$ cat src/rtl/regfile_param.sv
// regfile_param: multi-port integer register file with a per-register
// busy scoreboard and a post-reset scrub sequencer.
//
// Parameters:
//   XLEN  data width
//   NREG  architectural registers (power of two, >= 4), x0 reads as zero
//   NRD   read ports (1..4)
//   AW    address width, derived from NREG
// Ports:
//   clk       clock, rising edge
//   RST       asynchronous active-high reset
//   en        global write/issue qualifier (stall when low)
//   rd_addr   NRD packed read addresses, port k at [k*AW +: AW]
//   rd_data   NRD packed read data, combinational
//   rd_busy   busy flag of each addressed register
//   wr_en     write-back strobe
//   wr_addr   write-back destination
//   wr_data   write-back data
//   issue_en  issue strobe, marks issue_rd busy
//   issue_rd  destination register of the issuing instruction
//   ready     scrub complete, file usable
//
// Optional feature:
//   RF_BYPASS_EN  forwards same-cycle write data to matching read ports.
module regfile_param #(
  parameter int XLEN = 32,
  parameter int NREG = 32,
  parameter int NRD  = 2,
  parameter int AW   = $clog2(NREG)
) (
  input  logic                clk,
  input  logic                RST,
  input  logic                en,
  input  logic [NRD*AW-1:0]   rd_addr,
  output logic [NRD*XLEN-1:0] rd_data,
  output logic [NRD-1:0]      rd_busy,
  input  logic                wr_en,
  input  logic [AW-1:0]       wr_addr,
  input  logic [XLEN-1:0]     wr_data,
  input  logic                issue_en,
  input  logic [AW-1:0]       issue_rd,
  output logic                ready
);

  typedef enum logic {
    S_SCRUB,
    S_READY
  } state_t;

  localparam logic [AW-1:0] LAST = AW'(NREG - 1);
  localparam logic [AW-1:0] FIRST = AW'(1);

  state_t state_q, state_d;
  logic [AW-1:0] sc_q, sc_d;
  logic [NREG-1:0] busy_q, busy_d;
  logic scrub_we;

  // Storage deliberately carries no reset so it can map onto RAM.
  logic [XLEN-1:0] mem [NREG];

  logic we;
  logic ie;

  assign ready = (state_q == S_READY);

  assign we = wr_en & en & ready
            & (wr_addr != '0);
  assign ie = issue_en & en & ready
            & (issue_rd != '0);

  // Scrub sequencer: walks x1..x(NREG-1) once after reset.
  always_comb begin
    state_d  = state_q;
    sc_d     = sc_q;
    scrub_we = 1'b0;
    unique case (state_q)
      S_SCRUB: begin
        scrub_we = 1'b1;
        sc_d     = sc_q + FIRST;
        if (sc_q == LAST) begin
          state_d = S_READY;
          sc_d    = sc_q;
        end
      end
      S_READY: begin
        sc_d = sc_q;
      end
      default: begin
        state_d = S_SCRUB;
        sc_d    = FIRST;
      end
    endcase
  end

  always_ff @(posedge clk or posedge RST) begin
    if (RST) begin
      state_q <= S_SCRUB;
      sc_q    <= FIRST;
    end else begin
      state_q <= state_d;
      sc_q    <= sc_d;
    end
  end

  // Scrub and write-back never overlap: we needs ready.
  always_ff @(posedge clk) begin
    if (scrub_we) begin
      mem[sc_q] <= '0;
    end else if (we) begin
      mem[wr_addr] <= wr_data;
    end
  end

  // Set after clear: a same-cycle issue means a newer
  // producer is already in flight.
  always_comb begin
    busy_d = busy_q;
    if (we) begin
      busy_d[wr_addr] = 1'b0;
    end
    if (ie) begin
      busy_d[issue_rd] = 1'b1;
    end
    busy_d[0] = 1'b0;
  end

  always_ff @(posedge clk or posedge RST) begin
    if (RST) begin
      busy_q <= '0;
    end else begin
      busy_q <= busy_d;
    end
  end

  for (genvar k = 0; k < NRD; k++) begin : g_rd
    logic [AW-1:0]   ra;
    logic [XLEN-1:0] rdat;
    logic            rbsy;

    assign ra = rd_addr[k*AW +: AW];

    always_comb begin
      rdat = '0;
      rbsy = 1'b0;
      if (ready && (ra != '0)) begin
`ifdef RF_BYPASS_EN
        if (we && (ra == wr_addr)) begin
          rdat = wr_data;
          rbsy = ie && (issue_rd == ra);
        end else begin
          rdat = mem[ra];
          rbsy = busy_q[ra];
        end
`else
        rdat = mem[ra];
        rbsy = busy_q[ra];
`endif
      end
    end

    assign rd_data[k*XLEN +: XLEN] = rdat;
    assign rd_busy[k] = rbsy;
  end

endmodule

$ cat config.mk
export PLATFORM = sky130hd
export DESIGN_NAME = regfile_param
export DESIGN_NICKNAME = d
export VERILOG_FILES = /design/src/rtl/regfile_param.sv
export SDC_FILE = /design/constraint.sdc
export NUM_CORES = 1
export LEC_CHECK = 0
export BUFFER_PORTS_ARGS = -buffer_cell sky130_fd_sc_hd__buf_2
export CORE_MARGIN = 2
export CORE_UTILIZATION = 55
export DETAILED_ROUTE_END_ITERATION = 8
export PLACE_DENSITY_LB_ADDON = 0.2
export SLEW_MARGIN = 10
export SYNTH_ARGS = -nofsm -noshare
export SYNTH_HDL_FRONTEND = slang
export SYNTH_SLANG_ARGS = --single-unit
$ cat constraint.sdc
create_clock -name clk -period 5.5 [get_ports clk]
set_input_delay 0.275 -clock clk [delete_from_list [all_inputs] [get_ports clk]]
set_output_delay 0.275 -clock clk [all_outputs]
set_load 0.01 [all_outputs]
Word level (Yosys, flattened, before mapping)
Memory sizes are Yosys's and may differ from the RTL's.
Cells that the tools add are included.
Word-level totals
  memories kept: 1
  bits in read-only memories: 0
  bits in latches: 0
  output and inout port bits: 67
  bits of input ports: 57
  bits in writable memories: 1024
  bits in registers: 37
Operators by class
  reductions and logical operators: 10
  $lt $le $gt $ge: 6
  bitwise gates (word level): 10
  mux-type cells: 25
  shift operators: 0
  divide/modulo/power cells: 0
  multipliers: 0
  add/sub/neg operators: 1
  equality and inequality tests: 2
Memory list
  mem: depth 32, bits a word 32, rd ports 2, clocked after Yosys merged registers in 0, wr ports 1, line 59  | logic [XLEN-1:0] mem [NREG];
Operators by type and width (count)
  $mux W32: 5
  $and A32 B32 Y32: 1
  $not A32 Y32: 1
  $or A32 B32 Y32: 1
  $reduce_or A32 Y1: 1
  $lt A5 B6 Y1 const B: 4
  $reduce_bool A5 Y1: 4
  $mux W5: 3
  $mux W1: 13
  $bmux W1 S5: 2
  $demux W1 S5: 2
  $ge A5 B1 Y1 const B: 2
  $and A1 B1 Y1: 6
  $add A5 B1 Y5 const B: 1
  $eq A5 B5 Y1 const B: 1
  $logic_and A1 B1 Y1: 4
  $ne A2 B2 Y1 const B: 1
  $reduce_and A2 Y1: 1
  $not A1 Y1: 1

Depth between registers and ports, before layout
  depth in word-level cells: 9
  gate-level depth with buffers: 9
  depth with buffers taken out: 6

Worst setup path before layout
Ideal clock, no wire load.
  kind: register to register
  start point: register state_q, in the netlist ready
  end point: memory mem[20][0], enable pin
  data required time: 5.032 ns
  slack: 1.310 ns
  cell stages (with the launch flop): 6
  arrival: 3.722 ns
  path through: dfrtp_1 -> nand3_1 -> a21o_1 -> buf_2 -> mux2i_1 -> nor3b_1
On the way
  longest elaborated chain between the ends: 7
RTL lines
  start, declared: line 53  | state_t state_q, state_d;
  start signal, assigned: line 100  | state_q <= state_d;
  $and A1 B1 Y1: line 66  | assign we = wr_en & en & ready
  $and A1 B1 Y1: line 67  | & (wr_addr != '0);
  $mux W1: line 109  | end else if (we) begin
  $mux W1: line 107  | if (scrub_we) begin
  $mux W1 (not written as such): line 110  | mem[wr_addr] <= wr_data;
  $reduce_or A32 Y1 (no source line)
  $mux W5 (no source line) or $mux W1 (tied branches)
  end, declared: line 59
Several ways; a longest one is shown, not always the timed one.

Final worst setup path
  start point: register state_q, in the netlist ready
  end point: memory mem[23][6], enable pin
The elaborated chain is that of the path after synthesis.

==> reports/qor.csv <==
stage;metric;value;unit
clock_tree;CTS buffer count;105;
drt;Initial DRT Pass Iterations;5;
grt;first-pass GRT wire length;209;mm
power;Gate power share;7.0;%
clock_tree;htree depth;3;
timing;final hold viol count;0;
grt;vias in the first global route;28877;
timing;relative slew slack;13.9;%
clock_tree;CTS tree;built;
power;sw frac;22.5;%
layout;P&R area growth vs syn;10.9;%
clock_tree;Reg clk slew, reported paths;70;ps
setup_path;Setup crit end kind;flip-flop;
setup_path;Critical Setup Path Class;flip-flop to flip-flop;
power;peak supply drop;0.313;mV
yosys;Main synth FF type;edfxtp_1;
placed_design;DP HPWL;85.2;mm
yosys;area of the mapped netlist;49800;µm²
layout;Layout Cells excl Fill;3829;
timing;Setup Skew;21.5;ps
grt;initial antenna violation count;6;
min_path;HP Class;primary input to flip-flop;
timing;Final min period;3840;ps
timing;maximum clock frequency;0.260;GHz
die;core area;89900;µm²
yosys;Seq/Total Area, Yosys;63.6;%
yosys;syn_nets;2497;
clock_tree;clock root buffer;clkbuf_16;
layout;# nets final;2625;
power;internal cell power;13300;µW
run;# Max-Cap Violations;0;
yosys;Post-synth ARST share;3.49;%
clock_tree;Worst-Skew Late Latency;680;ps
timing;Setup TNS;0;ps
setup_path;Startpoint Class;flip-flop;
drt;antenna-violating nets left;0;
yosys;Syn. warnings;0;
die;# IOs;124;
timing;final period utilization;69.8;%
setup_path;WP data arrival;4200;ps
timing;fin. max-slew vios;0;
run_status;outcome;complete, no violations;
yosys;top cell type by total area after synthesis;edfxtp_1;
yosys;Synth top area share;61.8;%
timing;final number of setup-violating endpoints;0;
placed_design;Cells after DPL;3629;
placed_design;final RePlAce weighted congestion;0.870;
power;Clock power frac;41.4;%
drt;Via density;7.47;
drt;Initial DRC Count;4035;
drt;Vias;28587;
power;Switch Pwr;3870;µW
yosys;Post-synth EDFFs;1024;
grt;Overflow after GRT;0;
die;Die ar.;92900;µm²
placed_design;PortBufs;123;
die;Starting Density;55.4;%
setup_path;WP data required;5860;ps
die;die width;305;µm
layout;layout cells sized above 1;32.9;%
layout;# fillers;6147;
yosys;synth top area cells;edfxtp_1 (62%), mux4_2 (21%), mux2i_1 (3.4%);
die;Die Span Y;305;µm
drt;Wirelength per Cell;38.1;µm
timing;Slew @ Worst Pin;1290;ps
power;sequential share of power;51.6;%
power;Static Leak;0.0202;µW
grt;largest net degree at the start of global routing;92;
clock_tree;clock buffer depth;3;
yosys;Syn Inst Count;2438;
grt;global-route usage over all layers;31.7;%
die;row cnt;110;
drt;Total Routed Length;146;mm
yosys;FF+latch count, synth;1061;
clock_tree;Setup Buffers After CTS;0;
setup_path;worst-path fanout max;22;
timing;unrepaired setup endpoints after global routing;no;
drt;# DRC;0;
yosys;Synth Area per Inst;20.4;µm²
power;pwr dens;312;nW/µm²
clock_tree;clock sinks;1061;
yosys;synth unique cells;52;
## metrics by stage
step / cell area (µm²) / setup WS [ps] / total power (µW) / util, % / hold WS (ps)
after floorplan: 49800 / 1310 / 9830 / - / 372
after global placement: 51800 / 1860 / 10200 / 57.6 / 390
after detailed placement: 51800 / 1760 / 10200 / 57.6 / 409
after CTS: 55200 / 1760 / 17200 / 61.4 / 10.9
after global routing: 55200 / 1540 / 17600 / 61.4 / 40.5
final: 55200 / 1660 / 17200 / 61.4 / 39.2
## layout make-up
class	count	area (µm²)	share of cell area [%]
Clock inverter	64	607	1.10
Multi-Input combinational cell	1178	17200	31.1
Antenna cell	4	10.0	0.0181
Timing Repair Buffer	213	1500	2.71
Clock buffer	126	2750	4.98
Sequential cell	1061	31700	57.4
Tap cell	1176	1470	2.67
Inverter	7	26.3	0.0476
## state kept, by name (all words and copies together), names as in the netlist
register and cells:
ready 1, mem 1024, sc_q 5, busy_q 31
## cells by family after synthesis
family | share of synthesized area (%)
adder cells (fa/ha/maj) | 0.0503
XOR/XNOR | 0.0528
multiplexers | 27.7
buffers and inverters | 2.38
AO/OA/AOI/OAI | 4.45
flip-flops | 63.6
AND/OR/NAND/NOR | 1.71
## cells in the final DEF, fill, tap and decap left out, types with 8 or more instances in the layout
cell type	count
clkbuf_1	19
clkinv_1	20
mux4_1	60
bufinv_16	10
mux2i_1	167
clkbuf_16	107
o22a_1	33
mux4_2	466
nand2_1	30
o22ai_1	35
buf_4	74
o221ai_1	33
a22oi_1	66
nor3_1	8
edfxtp_1	1024
nor2_1	12
o21ai_0	65
clkinv_2	24
and2_1	36
nor2_4	25
a211o_1	32
a31oi_1	33
dfrtp_1	36
buf_12	11
buf_2	117
## critical path, stage by stage, from the launching register on
cell and delay, ps:
dfrtp_1 630, nand3_1 360, a21o_1 350, mux2i_1 580
nand2_1 280, nor2_4 920, buf_4 390
## cell usage after synthesis, types with 4 or more instances
cell type	instances
nor3_1	12
o22a_1	33
inv_1	7
buf_4	16
a2bb2oi_1	4
a211o_1	32
buf_1	4
edfxtp_1	1024
clkbuf_4	4
buf_12	8
nand2b_1	7
mux2i_1	167
nor2b_1	10
buf_6	15
nor2_1	37
mux4_1	60
nand3_1	6
nand2_1	31
a22oi_1	66
buf_2	83
o21ai_0	65
mux4_2	466
nand3b_1	5
a21oi_1	4
and2_1	39
and3_1	5
dfrtp_1	36
a31oi_1	33
o22ai_1	35
clkbuf_1	59
o221ai_1	33
## per-layer routing
metal	up-vias	global-route usage, %	share of wire, %
met5	-	0	0.0089
met4	2	12.8	4.5
met3	351	6.58	11
met2	2030	50.8	48
met1	15209	43.1	36
li1	10995	-	-
## power by group through the flow
| stage | sequential, µW | combinational [µW] | clock (µW) |
|---|---|---|---|
| floorplan | 9050 | 779 | 0 |
| global placement | 9050 | 1170 | 0 |
| detailed placement | 9060 | 1180 | 0 |
| CTS | 8890 | 1190 | 7150 |
| global route | 8890 | 1250 | 7470 |
| finish | 8890 | 1200 | 7120 |
## worst paths after layout
kind / start / end / slack [ps] / cells after the start
max in group asynchronous: RST / sc_q[0] / 4870 / 4
min in group asynchronous: RST / sc_q[1] / 270 / 4
worst max-delay path: ready / mem[23][6] / 1660 / 6
worst min-delay path: issue_rd[1] / busy_q[27] / 40 / 3
worst max register to register: ready / mem[23][6] / 1660 / 6
worst min register to register: busy_q[20] / busy_q[20] / 540 / 2
## timing repair
item / in CTS / in global routing
endpoints found under the setup margin: 0 / 0
resized for setup: 0 / 0
hold buffers: 6 / 0
endpoints found under the hold margin: 42 / 0
(Power assumes the default switching activity.)
